===== src/rtl/bpm_position_calc_if.sv =====
// Handshake bus between the position calculator and one floating-point core
// (add/sub, divide or multiply). The calculator is the master: it presents
// operands with a one-cycle nd strobe and waits for the rdy pulse with the result.
interface bpm_position_calc_if #(
   parameter int SF_WIDTH = 32
);
   logic [SF_WIDTH-1:0] a;
   logic [SF_WIDTH-1:0] b;
   logic [5:0]          operation;
   logic                nd;
   logic                rfd;
   logic                rdy;
   logic [SF_WIDTH-1:0] result;

   modport master (
      output a, b, operation, nd,
      input  rfd, rdy, result
   );

   modport slave (
      input  a, b, operation, nd,
      output rfd, rdy, result
   );
endinterface


===== src/rtl/bpm_position_calc.sv =====
// Beam position by difference-over-sum on four compensated channel powers:
//   X = Kx*(A-C)/(A+C), Y = Ky*(B-D)/(B+D), Sum = (A+C)+(B+D).
// The arithmetic runs as a strict sequence of single-precision operations on
// three external cores (add/sub, div, mul); only one operation is ever
// outstanding. Each operation is an ISSUE state (wait for rfd, pulse nd) and a
// WAIT state (wait for rdy, bounded by a timeout). A zero denominator skips
// the divide/multiply for that axis and forces its result to +0.
module bpm_position_calc #(
   parameter int SF_WIDTH    = 32,
   parameter int TIMEOUT_CYC = 255,
   parameter int CNT_WIDTH   = 8
) (
   input  logic                 clk,
   input  logic                 rst,
   input  logic                 i_din_valid,
   input  logic [SF_WIDTH-1:0]  i_cha_power,
   input  logic [SF_WIDTH-1:0]  i_chb_power,
   input  logic [SF_WIDTH-1:0]  i_chc_power,
   input  logic [SF_WIDTH-1:0]  i_chd_power,
   input  logic [SF_WIDTH-1:0]  i_kx,
   input  logic [SF_WIDTH-1:0]  i_ky,
   output logic [SF_WIDTH-1:0]  o_x_pos,
   output logic [SF_WIDTH-1:0]  o_y_pos,
   output logic [SF_WIDTH-1:0]  o_sum_out,
   output logic                 o_pos_valid,
   output logic                 o_busy,
   output logic                 o_div0_x,
   output logic                 o_div0_y,
   output logic                 o_timeout_err,
   output logic [CNT_WIDTH-1:0] o_overrun_cnt,
   bpm_position_calc_if.master  addsub_bus,
   bpm_position_calc_if.master  div_bus,
   bpm_position_calc_if.master  mul_bus
);

   localparam int                  TMO_W    = $clog2(TIMEOUT_CYC + 1);
   localparam logic [TMO_W-1:0]    TMO_LAST = TMO_W'(TIMEOUT_CYC - 1);
   localparam logic [TMO_W-1:0]    TMO_ONE  = TMO_W'(1);
   localparam logic [TMO_W-1:0]    TMO_ZERO = TMO_W'(0);
   localparam logic [CNT_WIDTH-1:0] CNT_MAX = {CNT_WIDTH{1'b1}};
   localparam logic [CNT_WIDTH-1:0] CNT_ONE = CNT_WIDTH'(1);
   localparam logic [5:0]          OP_ADD   = 6'b000000;
   localparam logic [5:0]          OP_SUB   = 6'b000001;
   localparam logic [SF_WIDTH-1:0] F_ZERO   = {SF_WIDTH{1'b0}};

   typedef enum logic [4:0] {
      S_IDLE,
      S_ADD_AC_I,  S_ADD_AC_W,
      S_SUB_AC_I,  S_SUB_AC_W,
      S_ADD_BD_I,  S_ADD_BD_W,
      S_SUB_BD_I,  S_SUB_BD_W,
      S_DIV_X_I,   S_DIV_X_W,
      S_DIV_Y_I,   S_DIV_Y_W,
      S_MUL_X_I,   S_MUL_X_W,
      S_MUL_Y_I,   S_MUL_Y_W,
      S_ADD_SUM_I, S_ADD_SUM_W,
      S_DONE
   } state_t;

   state_t r_state;
   state_t w_state_nxt;

   // Captured inputs and intermediate results
   logic [SF_WIDTH-1:0]  r_a, r_b, r_c, r_d, r_kx, r_ky;
   logic [SF_WIDTH-1:0]  r_sum_ac, r_dif_ac, r_sum_bd, r_dif_bd;
   logic [SF_WIDTH-1:0]  r_q_x, r_q_y, r_x, r_y, r_sum;
   logic                 r_zx, r_zy;
   logic [TMO_W-1:0]     r_tmo_cnt;

   // Output registers
   logic [SF_WIDTH-1:0]  r_x_pos, r_y_pos, r_sum_out;
   logic                 r_pos_valid, r_busy, r_div0_x, r_div0_y, r_timeout_err;
   logic [CNT_WIDTH-1:0] r_overrun_cnt;

   // Core drive and FSM side signals
   logic                 w_as_nd, w_dv_nd, w_ml_nd;
   logic [5:0]           w_as_op;
   logic [SF_WIDTH-1:0]  w_as_a, w_as_b, w_dv_a, w_dv_b, w_ml_a, w_ml_b;
   logic                 w_in_wait, w_rdy_sel, w_enter_wait;
   logic                 w_tmo_hit, w_abort, w_accept;

   // A WAIT state advances on rdy, aborts when the timeout is reached, else holds.
   function automatic state_t wait_next(input logic rdy, input logic hit,
                                        input state_t cur, input state_t nxt);
      state_t s;
      if (rdy) begin
         s = nxt;
      end else if (hit) begin
         s = S_IDLE;
      end else begin
         s = cur;
      end
      return s;
   endfunction

   // An encoding with all exponent and mantissa bits clear is +0 or -0.
   function automatic logic is_fzero(input logic [SF_WIDTH-1:0] f);
      return (f[SF_WIDTH-2:0] == {(SF_WIDTH-1){1'b0}});
   endfunction

   assign w_tmo_hit = (r_tmo_cnt == TMO_LAST);
   assign w_abort   = w_in_wait & ~w_rdy_sel & w_tmo_hit;
   assign w_accept  = (r_state == S_IDLE) & i_din_valid;

   // State register
   always_ff @(posedge clk) begin
      if (rst) begin
         r_state <= S_IDLE;
      end else begin
         r_state <= w_state_nxt;
      end
   end

   // Next-state decode and core operand/strobe selection
   always_comb begin
      w_state_nxt  = r_state;
      w_as_nd      = 1'b0;
      w_as_op      = OP_ADD;
      w_as_a       = F_ZERO;
      w_as_b       = F_ZERO;
      w_dv_nd      = 1'b0;
      w_dv_a       = F_ZERO;
      w_dv_b       = F_ZERO;
      w_ml_nd      = 1'b0;
      w_ml_a       = F_ZERO;
      w_ml_b       = F_ZERO;
      w_in_wait    = 1'b0;
      w_rdy_sel    = 1'b0;
      w_enter_wait = 1'b0;
      case (r_state)
         S_IDLE: begin
            if (i_din_valid) begin
               w_state_nxt = S_ADD_AC_I;
            end else begin
               w_state_nxt = S_IDLE;
            end
         end
         S_ADD_AC_I, S_SUB_AC_I, S_ADD_BD_I, S_SUB_BD_I, S_ADD_SUM_I: begin
            case (r_state)
               S_ADD_AC_I: begin w_as_a = r_a;      w_as_b = r_c;      w_as_op = OP_ADD; end
               S_SUB_AC_I: begin w_as_a = r_a;      w_as_b = r_c;      w_as_op = OP_SUB; end
               S_ADD_BD_I: begin w_as_a = r_b;      w_as_b = r_d;      w_as_op = OP_ADD; end
               S_SUB_BD_I: begin w_as_a = r_b;      w_as_b = r_d;      w_as_op = OP_SUB; end
               default:    begin w_as_a = r_sum_ac; w_as_b = r_sum_bd; w_as_op = OP_ADD; end
            endcase
            if (addsub_bus.rfd) begin
               w_as_nd      = 1'b1;
               w_enter_wait = 1'b1;
               w_state_nxt  = state_t'(r_state + 5'd1);
            end else begin
               w_state_nxt  = r_state;
            end
         end
         S_DIV_X_I, S_DIV_Y_I: begin
            if (r_state == S_DIV_X_I) begin
               w_dv_a = r_dif_ac;
               w_dv_b = r_sum_ac;
            end else begin
               w_dv_a = r_dif_bd;
               w_dv_b = r_sum_bd;
            end
            if (div_bus.rfd) begin
               w_dv_nd      = 1'b1;
               w_enter_wait = 1'b1;
               w_state_nxt  = state_t'(r_state + 5'd1);
            end else begin
               w_state_nxt  = r_state;
            end
         end
         S_MUL_X_I, S_MUL_Y_I: begin
            if (r_state == S_MUL_X_I) begin
               w_ml_a = r_q_x;
               w_ml_b = r_kx;
            end else begin
               w_ml_a = r_q_y;
               w_ml_b = r_ky;
            end
            if (mul_bus.rfd) begin
               w_ml_nd      = 1'b1;
               w_enter_wait = 1'b1;
               w_state_nxt  = state_t'(r_state + 5'd1);
            end else begin
               w_state_nxt  = r_state;
            end
         end
         S_ADD_AC_W: begin
            w_in_wait   = 1'b1;
            w_rdy_sel   = addsub_bus.rdy;
            w_state_nxt = wait_next(w_rdy_sel, w_tmo_hit, r_state, S_SUB_AC_I);
         end
         S_SUB_AC_W: begin
            w_in_wait   = 1'b1;
            w_rdy_sel   = addsub_bus.rdy;
            w_state_nxt = wait_next(w_rdy_sel, w_tmo_hit, r_state, S_ADD_BD_I);
         end
         S_ADD_BD_W: begin
            w_in_wait   = 1'b1;
            w_rdy_sel   = addsub_bus.rdy;
            w_state_nxt = wait_next(w_rdy_sel, w_tmo_hit, r_state, S_SUB_BD_I);
         end
         S_SUB_BD_W: begin
            w_in_wait   = 1'b1;
            w_rdy_sel   = addsub_bus.rdy;
            w_state_nxt = wait_next(w_rdy_sel, w_tmo_hit, r_state,
                                    r_zx ? (r_zy ? S_ADD_SUM_I : S_DIV_Y_I) : S_DIV_X_I);
         end
         S_DIV_X_W: begin
            w_in_wait   = 1'b1;
            w_rdy_sel   = div_bus.rdy;
            w_state_nxt = wait_next(w_rdy_sel, w_tmo_hit, r_state,
                                    r_zy ? S_MUL_X_I : S_DIV_Y_I);
         end
         S_DIV_Y_W: begin
            w_in_wait   = 1'b1;
            w_rdy_sel   = div_bus.rdy;
            w_state_nxt = wait_next(w_rdy_sel, w_tmo_hit, r_state,
                                    r_zx ? S_MUL_Y_I : S_MUL_X_I);
         end
         S_MUL_X_W: begin
            w_in_wait   = 1'b1;
            w_rdy_sel   = mul_bus.rdy;
            w_state_nxt = wait_next(w_rdy_sel, w_tmo_hit, r_state,
                                    r_zy ? S_ADD_SUM_I : S_MUL_Y_I);
         end
         S_MUL_Y_W: begin
            w_in_wait   = 1'b1;
            w_rdy_sel   = mul_bus.rdy;
            w_state_nxt = wait_next(w_rdy_sel, w_tmo_hit, r_state, S_ADD_SUM_I);
         end
         S_ADD_SUM_W: begin
            w_in_wait   = 1'b1;
            w_rdy_sel   = addsub_bus.rdy;
            w_state_nxt = wait_next(w_rdy_sel, w_tmo_hit, r_state, S_DONE);
         end
         S_DONE: begin
            w_state_nxt = S_IDLE;
         end
         default: begin
            w_state_nxt = S_IDLE;
         end
      endcase
   end

   assign addsub_bus.nd        = w_as_nd;
   assign addsub_bus.operation = w_as_op;
   assign addsub_bus.a         = w_as_a;
   assign addsub_bus.b         = w_as_b;
   assign div_bus.nd           = w_dv_nd;
   assign div_bus.operation    = OP_ADD;
   assign div_bus.a            = w_dv_a;
   assign div_bus.b            = w_dv_b;
   assign mul_bus.nd           = w_ml_nd;
   assign mul_bus.operation    = OP_ADD;
   assign mul_bus.a            = w_ml_a;
   assign mul_bus.b            = w_ml_b;

   // Per-operation timeout: restarts on every WAIT entry, counts while waiting
   always_ff @(posedge clk) begin
      if (rst) begin
         r_tmo_cnt <= TMO_ZERO;
      end else if (w_enter_wait) begin
         r_tmo_cnt <= TMO_ZERO;
      end else if (w_in_wait) begin
         r_tmo_cnt <= r_tmo_cnt + TMO_ONE;
      end
   end

   // Input capture, intermediate results and the all-at-once output update
   always_ff @(posedge clk) begin
      if (rst) begin
         r_a <= F_ZERO;  r_b <= F_ZERO;  r_c <= F_ZERO;  r_d <= F_ZERO;
         r_kx <= F_ZERO; r_ky <= F_ZERO;
         r_sum_ac <= F_ZERO; r_dif_ac <= F_ZERO; r_sum_bd <= F_ZERO; r_dif_bd <= F_ZERO;
         r_q_x <= F_ZERO; r_q_y <= F_ZERO; r_x <= F_ZERO; r_y <= F_ZERO; r_sum <= F_ZERO;
         r_zx <= 1'b0; r_zy <= 1'b0;
         r_x_pos <= F_ZERO; r_y_pos <= F_ZERO; r_sum_out <= F_ZERO;
         r_pos_valid <= 1'b0; r_busy <= 1'b0;
         r_div0_x <= 1'b0; r_div0_y <= 1'b0; r_timeout_err <= 1'b0;
         r_overrun_cnt <= {CNT_WIDTH{1'b0}};
      end else begin
         r_pos_valid <= 1'b0;
         if (w_accept) begin
            r_a    <= i_cha_power;
            r_b    <= i_chb_power;
            r_c    <= i_chc_power;
            r_d    <= i_chd_power;
            r_kx   <= i_kx;
            r_ky   <= i_ky;
            r_busy <= 1'b1;
         end
         // busy still reads 1 in the DONE cycle, so a pulse there is dropped too
         if (i_din_valid && r_busy && (r_overrun_cnt != CNT_MAX)) begin
            r_overrun_cnt <= r_overrun_cnt + CNT_ONE;
         end
         if (w_in_wait && w_rdy_sel) begin
            case (r_state)
               S_ADD_AC_W: begin
                  r_sum_ac <= addsub_bus.result;
                  r_zx     <= is_fzero(addsub_bus.result);
               end
               S_SUB_AC_W: r_dif_ac <= addsub_bus.result;
               S_ADD_BD_W: begin
                  r_sum_bd <= addsub_bus.result;
                  r_zy     <= is_fzero(addsub_bus.result);
               end
               S_SUB_BD_W:  r_dif_bd <= addsub_bus.result;
               S_DIV_X_W:   r_q_x    <= div_bus.result;
               S_DIV_Y_W:   r_q_y    <= div_bus.result;
               S_MUL_X_W:   r_x      <= mul_bus.result;
               S_MUL_Y_W:   r_y      <= mul_bus.result;
               S_ADD_SUM_W: r_sum    <= addsub_bus.result;
               default:     r_sum    <= r_sum;
            endcase
         end
         if (r_state == S_DONE) begin
            r_x_pos     <= r_zx ? F_ZERO : r_x;
            r_y_pos     <= r_zy ? F_ZERO : r_y;
            r_sum_out   <= r_sum;
            r_div0_x    <= r_zx;
            r_div0_y    <= r_zy;
            r_pos_valid <= 1'b1;
            r_busy      <= 1'b0;
         end
         if (w_abort) begin
            r_timeout_err <= 1'b1;
            r_busy        <= 1'b0;
         end
      end
   end

   assign o_x_pos       = r_x_pos;
   assign o_y_pos       = r_y_pos;
   assign o_sum_out     = r_sum_out;
   assign o_pos_valid   = r_pos_valid;
   assign o_busy        = r_busy;
   assign o_div0_x      = r_div0_x;
   assign o_div0_y      = r_div0_y;
   assign o_timeout_err = r_timeout_err;
   assign o_overrun_cnt = r_overrun_cnt;

endmodule

===== src/flat_wrapper.sv =====
// flat-port wrapper written by rule: the top's interface ports become plain ports
module bpm_position_calc_flat 
#(
   parameter int SF_WIDTH    = 32,
   parameter int TIMEOUT_CYC = 255,
   parameter int CNT_WIDTH   = 8
)
  (clk, rst, i_din_valid, i_cha_power, i_chb_power, i_chc_power, i_chd_power, i_kx, i_ky, o_x_pos, o_y_pos, o_sum_out, o_pos_valid, o_busy, o_div0_x, o_div0_y, o_timeout_err, o_overrun_cnt, addsub_bus_a, addsub_bus_b, addsub_bus_operation, addsub_bus_nd, addsub_bus_rfd, addsub_bus_rdy, addsub_bus_result, div_bus_a, div_bus_b, div_bus_operation, div_bus_nd, div_bus_rfd, div_bus_rdy, div_bus_result, mul_bus_a, mul_bus_b, mul_bus_operation, mul_bus_nd, mul_bus_rfd, mul_bus_rdy, mul_bus_result);
  bpm_position_calc_if #(.SF_WIDTH(SF_WIDTH)) addsub_bus_i ();
  bpm_position_calc_if #(.SF_WIDTH(SF_WIDTH)) div_bus_i ();
  bpm_position_calc_if #(.SF_WIDTH(SF_WIDTH)) mul_bus_i ();
  input  logic clk;
  input  logic rst;
  input  logic i_din_valid;
  input  logic [SF_WIDTH-1:0] i_cha_power;
  input  logic [SF_WIDTH-1:0] i_chb_power;
  input  logic [SF_WIDTH-1:0] i_chc_power;
  input  logic [SF_WIDTH-1:0] i_chd_power;
  input  logic [SF_WIDTH-1:0] i_kx;
  input  logic [SF_WIDTH-1:0] i_ky;
  output logic [SF_WIDTH-1:0] o_x_pos;
  output logic [SF_WIDTH-1:0] o_y_pos;
  output logic [SF_WIDTH-1:0] o_sum_out;
  output logic o_pos_valid;
  output logic o_busy;
  output logic o_div0_x;
  output logic o_div0_y;
  output logic o_timeout_err;
  output logic [CNT_WIDTH-1:0] o_overrun_cnt;
  output wire logic [$bits(addsub_bus_i.a)-1:0] addsub_bus_a;
  output wire logic [$bits(addsub_bus_i.b)-1:0] addsub_bus_b;
  output wire logic [$bits(addsub_bus_i.operation)-1:0] addsub_bus_operation;
  output wire logic [$bits(addsub_bus_i.nd)-1:0] addsub_bus_nd;
  input wire logic [$bits(addsub_bus_i.rfd)-1:0] addsub_bus_rfd;
  input wire logic [$bits(addsub_bus_i.rdy)-1:0] addsub_bus_rdy;
  input wire logic [$bits(addsub_bus_i.result)-1:0] addsub_bus_result;
  output wire logic [$bits(div_bus_i.a)-1:0] div_bus_a;
  output wire logic [$bits(div_bus_i.b)-1:0] div_bus_b;
  output wire logic [$bits(div_bus_i.operation)-1:0] div_bus_operation;
  output wire logic [$bits(div_bus_i.nd)-1:0] div_bus_nd;
  input wire logic [$bits(div_bus_i.rfd)-1:0] div_bus_rfd;
  input wire logic [$bits(div_bus_i.rdy)-1:0] div_bus_rdy;
  input wire logic [$bits(div_bus_i.result)-1:0] div_bus_result;
  output wire logic [$bits(mul_bus_i.a)-1:0] mul_bus_a;
  output wire logic [$bits(mul_bus_i.b)-1:0] mul_bus_b;
  output wire logic [$bits(mul_bus_i.operation)-1:0] mul_bus_operation;
  output wire logic [$bits(mul_bus_i.nd)-1:0] mul_bus_nd;
  input wire logic [$bits(mul_bus_i.rfd)-1:0] mul_bus_rfd;
  input wire logic [$bits(mul_bus_i.rdy)-1:0] mul_bus_rdy;
  input wire logic [$bits(mul_bus_i.result)-1:0] mul_bus_result;
  assign addsub_bus_a = addsub_bus_i.a;
  assign addsub_bus_b = addsub_bus_i.b;
  assign addsub_bus_operation = addsub_bus_i.operation;
  assign addsub_bus_nd = addsub_bus_i.nd;
  assign addsub_bus_i.rfd = addsub_bus_rfd;
  assign addsub_bus_i.rdy = addsub_bus_rdy;
  assign addsub_bus_i.result = addsub_bus_result;
  assign div_bus_a = div_bus_i.a;
  assign div_bus_b = div_bus_i.b;
  assign div_bus_operation = div_bus_i.operation;
  assign div_bus_nd = div_bus_i.nd;
  assign div_bus_i.rfd = div_bus_rfd;
  assign div_bus_i.rdy = div_bus_rdy;
  assign div_bus_i.result = div_bus_result;
  assign mul_bus_a = mul_bus_i.a;
  assign mul_bus_b = mul_bus_i.b;
  assign mul_bus_operation = mul_bus_i.operation;
  assign mul_bus_nd = mul_bus_i.nd;
  assign mul_bus_i.rfd = mul_bus_rfd;
  assign mul_bus_i.rdy = mul_bus_rdy;
  assign mul_bus_i.result = mul_bus_result;
  bpm_position_calc #(.SF_WIDTH(SF_WIDTH), .TIMEOUT_CYC(TIMEOUT_CYC), .CNT_WIDTH(CNT_WIDTH)) u_core (.clk(clk), .rst(rst), .i_din_valid(i_din_valid), .i_cha_power(i_cha_power), .i_chb_power(i_chb_power), .i_chc_power(i_chc_power), .i_chd_power(i_chd_power), .i_kx(i_kx), .i_ky(i_ky), .o_x_pos(o_x_pos), .o_y_pos(o_y_pos), .o_sum_out(o_sum_out), .o_pos_valid(o_pos_valid), .o_busy(o_busy), .o_div0_x(o_div0_x), .o_div0_y(o_div0_y), .o_timeout_err(o_timeout_err), .o_overrun_cnt(o_overrun_cnt), .addsub_bus(addsub_bus_i), .div_bus(div_bus_i), .mul_bus(mul_bus_i));
endmodule

===== config.mk =====
export PLATFORM = sky130hd
export DESIGN_NAME = bpm_position_calc_flat
export DESIGN_NICKNAME = d
export VERILOG_FILES = /design/src/rtl/bpm_position_calc_if.sv /design/src/rtl/bpm_position_calc.sv /design/src/flat_wrapper.sv
export SDC_FILE = /design/constraint.sdc
export NUM_CORES = 1
export LEC_CHECK = 0
export ABC_AREA = 1
export CAP_MARGIN = 20
export CORE_AREA = 2 2 243 245
export CTS_CLUSTER_SIZE = 8
export DETAILED_ROUTE_END_ITERATION = 10
export DIE_AREA = 0 0 245 247
export PLACE_DENSITY = 0.83
export RECOVER_POWER = 50
export SLEW_MARGIN = 20
export SYNTH_ARGS = -nofsm -noshare
export SYNTH_HDL_FRONTEND = slang
export SYNTH_SLANG_ARGS = --single-unit

===== constraint.sdc =====
create_clock -name clk -period 6.6 [get_ports clk]
set_input_delay 1.65 -clock clk [delete_from_list [all_inputs] [get_ports clk]]
set_output_delay 1.65 -clock clk [all_outputs]
set_load 0.01 [all_outputs]

==> results.txt, run 1 <==
- The run finished, with violations left.
- The final reports fail on max-capacitance violations, max-slew violations.
- Nets: 4,410
- Synthesized-area fraction occupied by xor and xnor cells: 0.2710%
* Fill count: 5,257
- Die outline height: 247 microns
* Count of flip-flops with a built-in enable after synthesis: 0
- For the worst-skew pair, the clock arrives at the later sink with an insertion delay of 0.61 ns.
* Worst endpoint data arrival time: 6.35 ns
- Post-synth cell types: 33
* Post-synthesis average cell area: 7.063 sq um
- Buffer count from post-CTS setup fixing: 0
- Counting flops with an async set or reset pin after synthesis yields a share of 0%.
* Slew of the pin with the lowest slew margin: 2.535 ns
- The die is 245 microns wide.
- STA classifies the critical path startpoint as a flip-flop.
- In the final routed layout, each cell accounts on average for 20.07 microns.
- Leakage power total: 0.01347 uW
- Overall Global Routing Usage: 31.18%
* Placeable core region: 58,240 sq um
* Final TNS setup: 0 ns
- Total of warnings raised by yosys: 0
- Post-CTS clock slew at the launch and capture registers of the worst setup and hold paths: 0.05 ns
* H-Tree Depth: 3
- #FFs+latches synth: 604
* Number of buffers added on ports: 601
- Hold timing on the final database bottoms out at a slack of 0.4427 ns.
* Max Transition Viols Final: 459
- Setup Crit Path Kind: flip-flop to flip-flop
- TritonCTS clock tree: done
* Cell Pwr Density: 262.4 nW/um^2
- Seq. cell area: 12,090 sq um
- # setup viols final: 0
- The number of antenna violations at the first check in global routing is 19.
- Synth top area share: 46.77%
- Number of clock sinks: 604
- In this run, post-CTS hold repair placed 0 buffers.
- Cell Area, Synth: 25,850 sq um
- The die covers 60,520 sq um.
* 1st-pass router iterations: 5
* Classification of the worst-slack hold path: flip-flop to flip-flop
- After synthesis, the largest family of logic cells by area is simple AND/OR/NAND/NOR gates.
- The tree is rooted in a sky130_fd_sc_hd__clkbuf_16.
* Post-synthesis mux area share: 0%
- Worst IR drop on VDD: 213.0 uV
- Global route overflow: 0
- The synthesized netlist devotes 0.3872% of its cell area to adder and majority cells.
- STA classifies the critical path endpoint as a flip-flop.
* DP HPWL: 64.78 mm
- For this block, the routed nets add up to 98.44 mm of wire.
- For the worst setup path, the data required time is 7.04 ns.
- DRC violation count after routing: 0
* Simple logic cell fraction of the synthesized area: 29.15%
- RSZ-0062 raised after global routing: false
* FP Rows: 89
* Worst slew margin relative to its limit: -69.66%
- Synth Area in Compound Gates: 15.15%
- The worst path uses 89.41% of the clock period.
* Drt initial violations: 2,795
- RePlAce Congestion: 0.9308
- CP max FO: 66
- The worst path needs 5.901 ns of the cycle, external delays included.
- Max clock buf depth: 3
- Post-Syn Instances: 3,660
- The tool flagged a number of max-cap violations equal to 9.
- Starting Density: 44.39%
- Sequential cell area fraction in the yosys report: 46.77%
- Maximum number of pins on one net before global-route repair: 138
- The via count of the first global-routing pass is 24,820.
- Compared with the post-synthesis result, the final layout area differs by 32.53%.
- Among all flip-flop cells after synthesis, the most frequent one is sky130_fd_sc_hd__dfxtp_1.
* Final-report hold violation count: 0
* Global-route wire length before repair: 147.3 mm
- Once detail routing completed, the nets flagged for antenna violations numbered 0.
* Post-CTS Resized: 0
- Cell types with the largest area share after synthesis: sky130_fd_sc_hd__dfxtp_1, sky130_fd_sc_hd__nand2_1, sky130_fd_sc_hd__nand3_1
- Achievable Freq: 0.1695 GHz
- Summed over all instances, the cell type with the most area after synthesis is sky130_fd_sc_hd__dfxtp_1.
* Worst Clk Skew: 0.01405 ns
- Total via count in the routed design: 27,080
- Of the cells placed in the final design, the portion with a size suffix greater than 1 is 3.962%.
- During I/O placement, the number of pins put on the boundary was 619.
- Dividing the detail-routed via count by the number of cells gives 5.520.
- The multi-input combinational cells in the finished layout cover a total of 11,720 sq um.
* Number of buffers created by CTS: 85
worst max-delay path, cell delays in order (launching register included):
cell                       delay (ns)
sky130_fd_sc_hd__dfxtp_1         0.46
sky130_fd_sc_hd__buf_4           0.71
sky130_fd_sc_hd__nor2_1          0.28
sky130_fd_sc_hd__nand3_1         0.25
sky130_fd_sc_hd__nand2_1         0.14
sky130_fd_sc_hd__nand2_1         0.11
sky130_fd_sc_hd__nand3_1         0.59
sky130_fd_sc_hd__nand2_2         0.20
sky130_fd_sc_hd__clkbuf_1        1.35
sky130_fd_sc_hd__inv_1           1.17
sky130_fd_sc_hd__nand2_1         0.32
sky130_fd_sc_hd__a21oi_1         0.11
cells in the final DEF (no fill, tap or decap), types with 2 or more instances in the layout:
master                            instances
sky130_fd_sc_hd__nor2_2                   4
sky130_fd_sc_hd__clkbuf_2                 3
sky130_fd_sc_hd__nor2_1                 539
sky130_fd_sc_hd__nor2_4                   2
sky130_fd_sc_hd__diode_2                 19
sky130_fd_sc_hd__nor4_1                   8
sky130_fd_sc_hd__buf_4                   34
sky130_fd_sc_hd__clkinv_1                 4
sky130_fd_sc_hd__clkbuf_1                 9
sky130_fd_sc_hd__nor3_1                   9
sky130_fd_sc_hd__inv_1                  170
sky130_fd_sc_hd__buf_12                   6
sky130_fd_sc_hd__inv_2                    4
sky130_fd_sc_hd__o21ai_0                270
sky130_fd_sc_hd__nand2_2                  6
sky130_fd_sc_hd__dfxtp_1                604
sky130_fd_sc_hd__clkbuf_16               86
sky130_fd_sc_hd__nand4_1                  5
sky130_fd_sc_hd__inv_6                    3
sky130_fd_sc_hd__or2_2                    2
sky130_fd_sc_hd__nand2_1                786
sky130_fd_sc_hd__o211ai_1                63
sky130_fd_sc_hd__ha_1                     7
sky130_fd_sc_hd__a21oi_1                316
sky130_fd_sc_hd__buf_16                   2
sky130_fd_sc_hd__xor2_1                   4
sky130_fd_sc_hd__xnor2_1                  4
sky130_fd_sc_hd__dlygate4sd3_1          110
sky130_fd_sc_hd__inv_16                   3
sky130_fd_sc_hd__conb_1                  17
sky130_fd_sc_hd__o31ai_1                 63
sky130_fd_sc_hd__nand3_1                469
sky130_fd_sc_hd__clkdlybuf4s50_1        490
cells by family (layout without fill, tap and decap cells):
group / count (synthesis) / after routing
AO/OA/AOI/OAI: 717 / 717
AND/OR/NAND/NOR: 1831 / 1831
other: 1 / 36
buffers and inverters: 491 / 929
adder cells (fa/ha/maj): 8 / 8
flip-flops: 604 / 604
XOR/XNOR: 8 / 8
area by class of cell:
class	instances	area share, %
flip-flops and latches	604	35.29
clock buffers	90	6.325
clock inverters	6	0.2739
repair buffers	651	18.93
well taps	773	2.823
inverters	182	2.027
diodes	19	0.1388
multi-input cells	2581	34.20
worst paths after layout:
path	from	to	slack, ns	cells after the start
max	u_core.r_state[2]	u_core.r_y[28]	0.70	11
max reg2reg	u_core.r_state[2]	u_core.r_y[28]	0.70	11
min	u_core.r_sum[25]	u_core.o_sum_out[25]	0.44	2
min reg2reg	u_core.r_sum[25]	u_core.o_sum_out[25]	0.44	2
registers in the layout, summed over array words and instances, names as in the netlist, 5 cells and up:
name,count
u_core.o_overrun_cnt,8
u_core.o_sum_out,32
u_core.o_x_pos,32
u_core.o_y_pos,32
u_core.r_a,32
u_core.r_b,32
u_core.r_c,32
u_core.r_d,32
u_core.r_dif_ac,32
u_core.r_dif_bd,32
u_core.r_kx,32
u_core.r_ky,32
u_core.r_q_x,32
u_core.r_q_y,32
u_core.r_state,5
u_core.r_sum,32
u_core.r_sum_ac,32
u_core.r_sum_bd,32
u_core.r_tmo_cnt,8
u_core.r_x,32
u_core.r_y,32
synthesized netlist by cell type, types with 14 or more instances:
master                       n
sky130_fd_sc_hd__buf_1      14
sky130_fd_sc_hd__buf_4      34
sky130_fd_sc_hd__a21oi_1   316
sky130_fd_sc_hd__nor2_1    541
sky130_fd_sc_hd__inv_1     168
sky130_fd_sc_hd__clkbuf_1  192
sky130_fd_sc_hd__dfxtp_1   604
sky130_fd_sc_hd__o31ai_1    63
sky130_fd_sc_hd__o21ai_0   270
sky130_fd_sc_hd__buf_2      57
sky130_fd_sc_hd__nand3_1   470
sky130_fd_sc_hd__nand2_1   789
sky130_fd_sc_hd__o211ai_1   63
metal layers:
layer,track usage (%),vias up,part of all wire [%]
met5,0,-,0.013
met4,16.80,2,5.4
met3,8.151,301,11
met2,48.84,1436,45
met1,39.26,12510,38
li1,-,12830,-
power breakdown:
group | switching [uW] | internal [uW]
clock | 1580 | 2310
combinational | 721 | 451
sequential | 96.9 | 3840
stage by stage:
step	instance area (sq um)	utilization (%)	power, uW	worst slack [ns]	cells
after floorplan	25910	-	4640	3.033	3676
after global placement	31940	54.83	5130	1.864	4788
after detailed placement	31960	54.87	5152	1.854	4789
after CTS	34220	58.76	9034	1.182	4885
after global routing	34250	58.81	9321	0.5087	4900
final	34260	58.83	8990	0.6993	4906
Power figures use the tool's default switching activity.
==> run 2, diff against run 1 <==
Settings changed: CORE_AREA 2 2 243 245 to not set, CORE_UTILIZATION set to 40, DIE_AREA 0 0 245 247 to not set, PLACE_DENSITY 0.83 to 0.77, SKIP_CTS_REPAIR_TIMING set to 1.
==> results.txt, run 2 (synthesis gave the netlist of run 1 again) <==
- Via count of the first global-routing pass: 25,230 (was 24,820)
- Classification of the worst-slack hold path: flip-flop to flip-flop (unchanged)
- Area Growth Syn to Fin: 32.39% (was 32.53%)
- The final-layout setup total negative slack is 0 ns (unchanged).
* Final min period: 6.041 ns (was 5.901 ns)
- The global placement routability congestion came to 0.9418 (was 0.9308).
- The core box area is 63,430 sq um (was 58,240 sq um).
* Data required time of the worst path: 4.95 ns (was 7.04 ns)
* Result of the run: finished, violations left (unchanged)
- Max clock buf depth: 3 (unchanged)
- The pre-CTS setup slack came to 1.478 ns (was 1.854 ns).
- The part of the cycle the worst path needs came to 91.53% (was 89.41%).
* Global route overflow: 0 (unchanged)
* Number of buffers created by CTS: 85 (unchanged)
- Achievable Freq: 0.1655 GHz (was 0.1695 GHz)
* Drt initial violations: 3,135 (was 2,795)
- The worst-skew pair later-pin latency came to 0.62 ns (was 0.61 ns).
- Global-route wire length before repair: 148.3 mm (was 147.3 mm)
- The combined global-route utilization of all metal layers is 28.61% (was 31.18%).
- Reg-to-reg critical path startpoint: u_core.r_state[2] (unchanged)
* Max Transition Viols Final: 342 (was 459)
- DRC violation count after routing: 0 (unchanged)
* Post-route standard cell area excluding fillers: 34,230 sq um (was 34,260 sq um)
- The depth of the worst register-to-register path is 11 (unchanged).
- Worst Hold Launch: u_core.r_sum[10] (was u_core.r_sum[25])
- Number of max-capacitance violations reported: 6 (was 9)
- Clk root buf: sky130_fd_sc_hd__clkbuf_16 (unchanged)
* Maximum number of pins on one net before global-route repair: 169 (was 138)
* Final-report hold violation count: 0 (unchanged)
* Utilization after layout: 53.96% (was 58.83%)
- Total via count in the routed design: 27,110 (was 27,080)
- CP max FO: 70 (was 66)
* Die outline width: 256.2 microns (was 245 microns)
- Average via count per standard cell: 5.456 (was 5.520)
* # setup viols final: 0 (unchanged)
- Final wirelength: 98.10 mm (was 98.44 mm)
* Leakage power total: 0.01341 uW (was 0.01347 uW)
* Terminus of the critical flop-to-flop path: u_core.r_q_y[30] (was u_core.r_y[28])
- The nature of the critical path startpoint is a flip-flop (unchanged).
- Highest-count cells in the layout ignoring fill and taps: sky130_fd_sc_hd__nand2_1, sky130_fd_sc_hd__dfxtp_1, sky130_fd_sc_hd__nor2_1 (unchanged)
- H-Tree Depth: 3 (unchanged)
- Violated checks: max-capacitance violations, max-slew violations (unchanged).
- Remaining antenna violation count after routing: 0 (unchanged)
* Post-CTS clock slew at the launch and capture registers of the worst setup and hold paths: 0.05 ns (about the same)
- The count of boundary I/O pins came to 619 (unchanged).
* 1st-pass router iterations: 8 (was 5)
- The count of nets after finishing came to 4,406 (was 4,410).
- Worst setup slack for register-to-register paths: 0.86 ns (was 0.70 ns)
* Critical path endpoint category: primary output (was flip-flop)
- FP Rows: 92 (was 89)
- The start point of the critical path was u_core.r_state[2] (unchanged).
- DP HPWL: 65.28 mm (was 64.78 mm)
- The number of clock sinks is 604 (unchanged).
* Number of buffers added on ports: 601 (unchanged)
- The vertical extent of the die came to 256.2 microns (was 247 microns).
* Most common cell after layout, fill and taps aside: sky130_fd_sc_hd__nand2_1 (unchanged)
* Ratio of cells with drive above 1 in the final layout: 3.943% (was 3.962%)
- The die outline area is 65,650 sq um (was 60,520 sq um).
- The transition at the pin with the smallest max-transition slack came to 2.786 ns (was 2.535 ns).
- The number of antenna violations at the first check in global routing was 15 (was 19).
- The data arrival time of the critical path came to 4.39 ns (was 6.35 ns).
- The worst voltage drop across the vdd grid is 212.4 uV (was 213.0 uV).
* TritonCTS clock tree: done (unchanged)
* Crit path to: mul_bus_a[30] (was u_core.r_y[28])
- The area after detailed placement was 32,000 sq um (was 31,960 sq um).
* Wire length per cell after detailed routing: 19.74 microns (was 20.07 microns)
- The power density of the placed cells is 262.2 nW/um^2 (was 262.4 nW/um^2).
- Instance count along the most critical hold path: 2 (unchanged)
- Min setup slack post-route: 0.5589 ns (was 0.6993 ns)
- RSZ-0062 raised after global routing: false (unchanged)
* Worst slew margin relative to its limit: -85.73% (was -69.66%)
- The type of the setup path with the least slack is flip-flop to primary output (was flip-flop to flip-flop).
- Starting Density: 40.76% (was 44.39%)
* Worst Clk Skew: 0.02127 ns (was 0.01405 ns)
-- run 2: cell types whose count changed in the layout (fill, tap and decap cells not counted), sizes merged --
cell,delta
diode,-5
clkbuf,-1
inv,+1
dlygate4sd3,+1
buf,-5
clkdlybuf4s50,-1
-- run 2: per-stage QoR --
step / hold slack (ns) / instances / power [uW]
after detailed placement: 0.4312 / 4860 / 5159
final: 0.4379 / 4969 / 8973
after floorplan: 0.4191 / 3676 / 4640
after global routing: 0.4658 / 4966 / 9305
after global placement: 0.4298 / 4860 / 5145
after CTS: 0.4371 / 4955 / 9021
-- run 2: where the power goes --
| group | internal [uW] | total, uW | switching [uW] | leakage [uW] |
|---|---|---|---|---|
| combinational | 454 | 1170 | 721 | 0.00740 |
| sequential | 3840 | 3940 | 103 | 0.00491 |
| clock | 2290 | 3860 | 1570 | 0.00110 |
| total | 6580 | 8970 | 2390 | 0.0134 |
-- run 2: area by class of cell --
| cell class | count | area [sq um] |
|---|---|---|
| Multi-Input combinational cell | 2581 | 11720 |
| Inverter | 182 | 696.9 |
| Timing Repair Buffer | 647 | 6375 |
| Tap cell | 846 | 1059 |
| Antenna cell | 14 | 35.03 |
| Clock inverter | 7 | 98.84 |
| Clock buffer | 88 | 2148 |
| Fill cell | 6080 | 29200 |
| Sequential cell | 604 | 12090 |
-- run 2: critical path: stages, from the launching register on --
cell	delay [ns]
sky130_fd_sc_hd__dfxtp_1	0.32
sky130_fd_sc_hd__buf_4	0.69
sky130_fd_sc_hd__nand2_1	0.33
sky130_fd_sc_hd__nor2_1	0.18
sky130_fd_sc_hd__ha_1	0.94
sky130_fd_sc_hd__buf_4	0.45
sky130_fd_sc_hd__nand3_1	0.11
sky130_fd_sc_hd__nand2_1	0.14
sky130_fd_sc_hd__clkdlybuf4s50_1	0.56
-- run 2: routing by layer --
metal	part of all wire [%]	track usage [%]	wire, microns	vias up
met4	4.8	14.27	4689	4
li1	-	-	-	12820
met3	10	8.086	10040	268
met5	0.024	0	24	-
met2	46	45.93	45440	1340
met1	39	35.00	37900	12680
-- run 2: how the worst min path moves through the flow --
stage                                       to
final                     u_core.o_sum_out[10]
after global routing       u_core.o_sum_out[7]
after CTS                 u_core.o_sum_out[26]
after detailed placement  u_core.o_sum_out[31]
after global placement     u_core.o_sum_out[8]
after floorplan            u_core.o_sum_out[0]
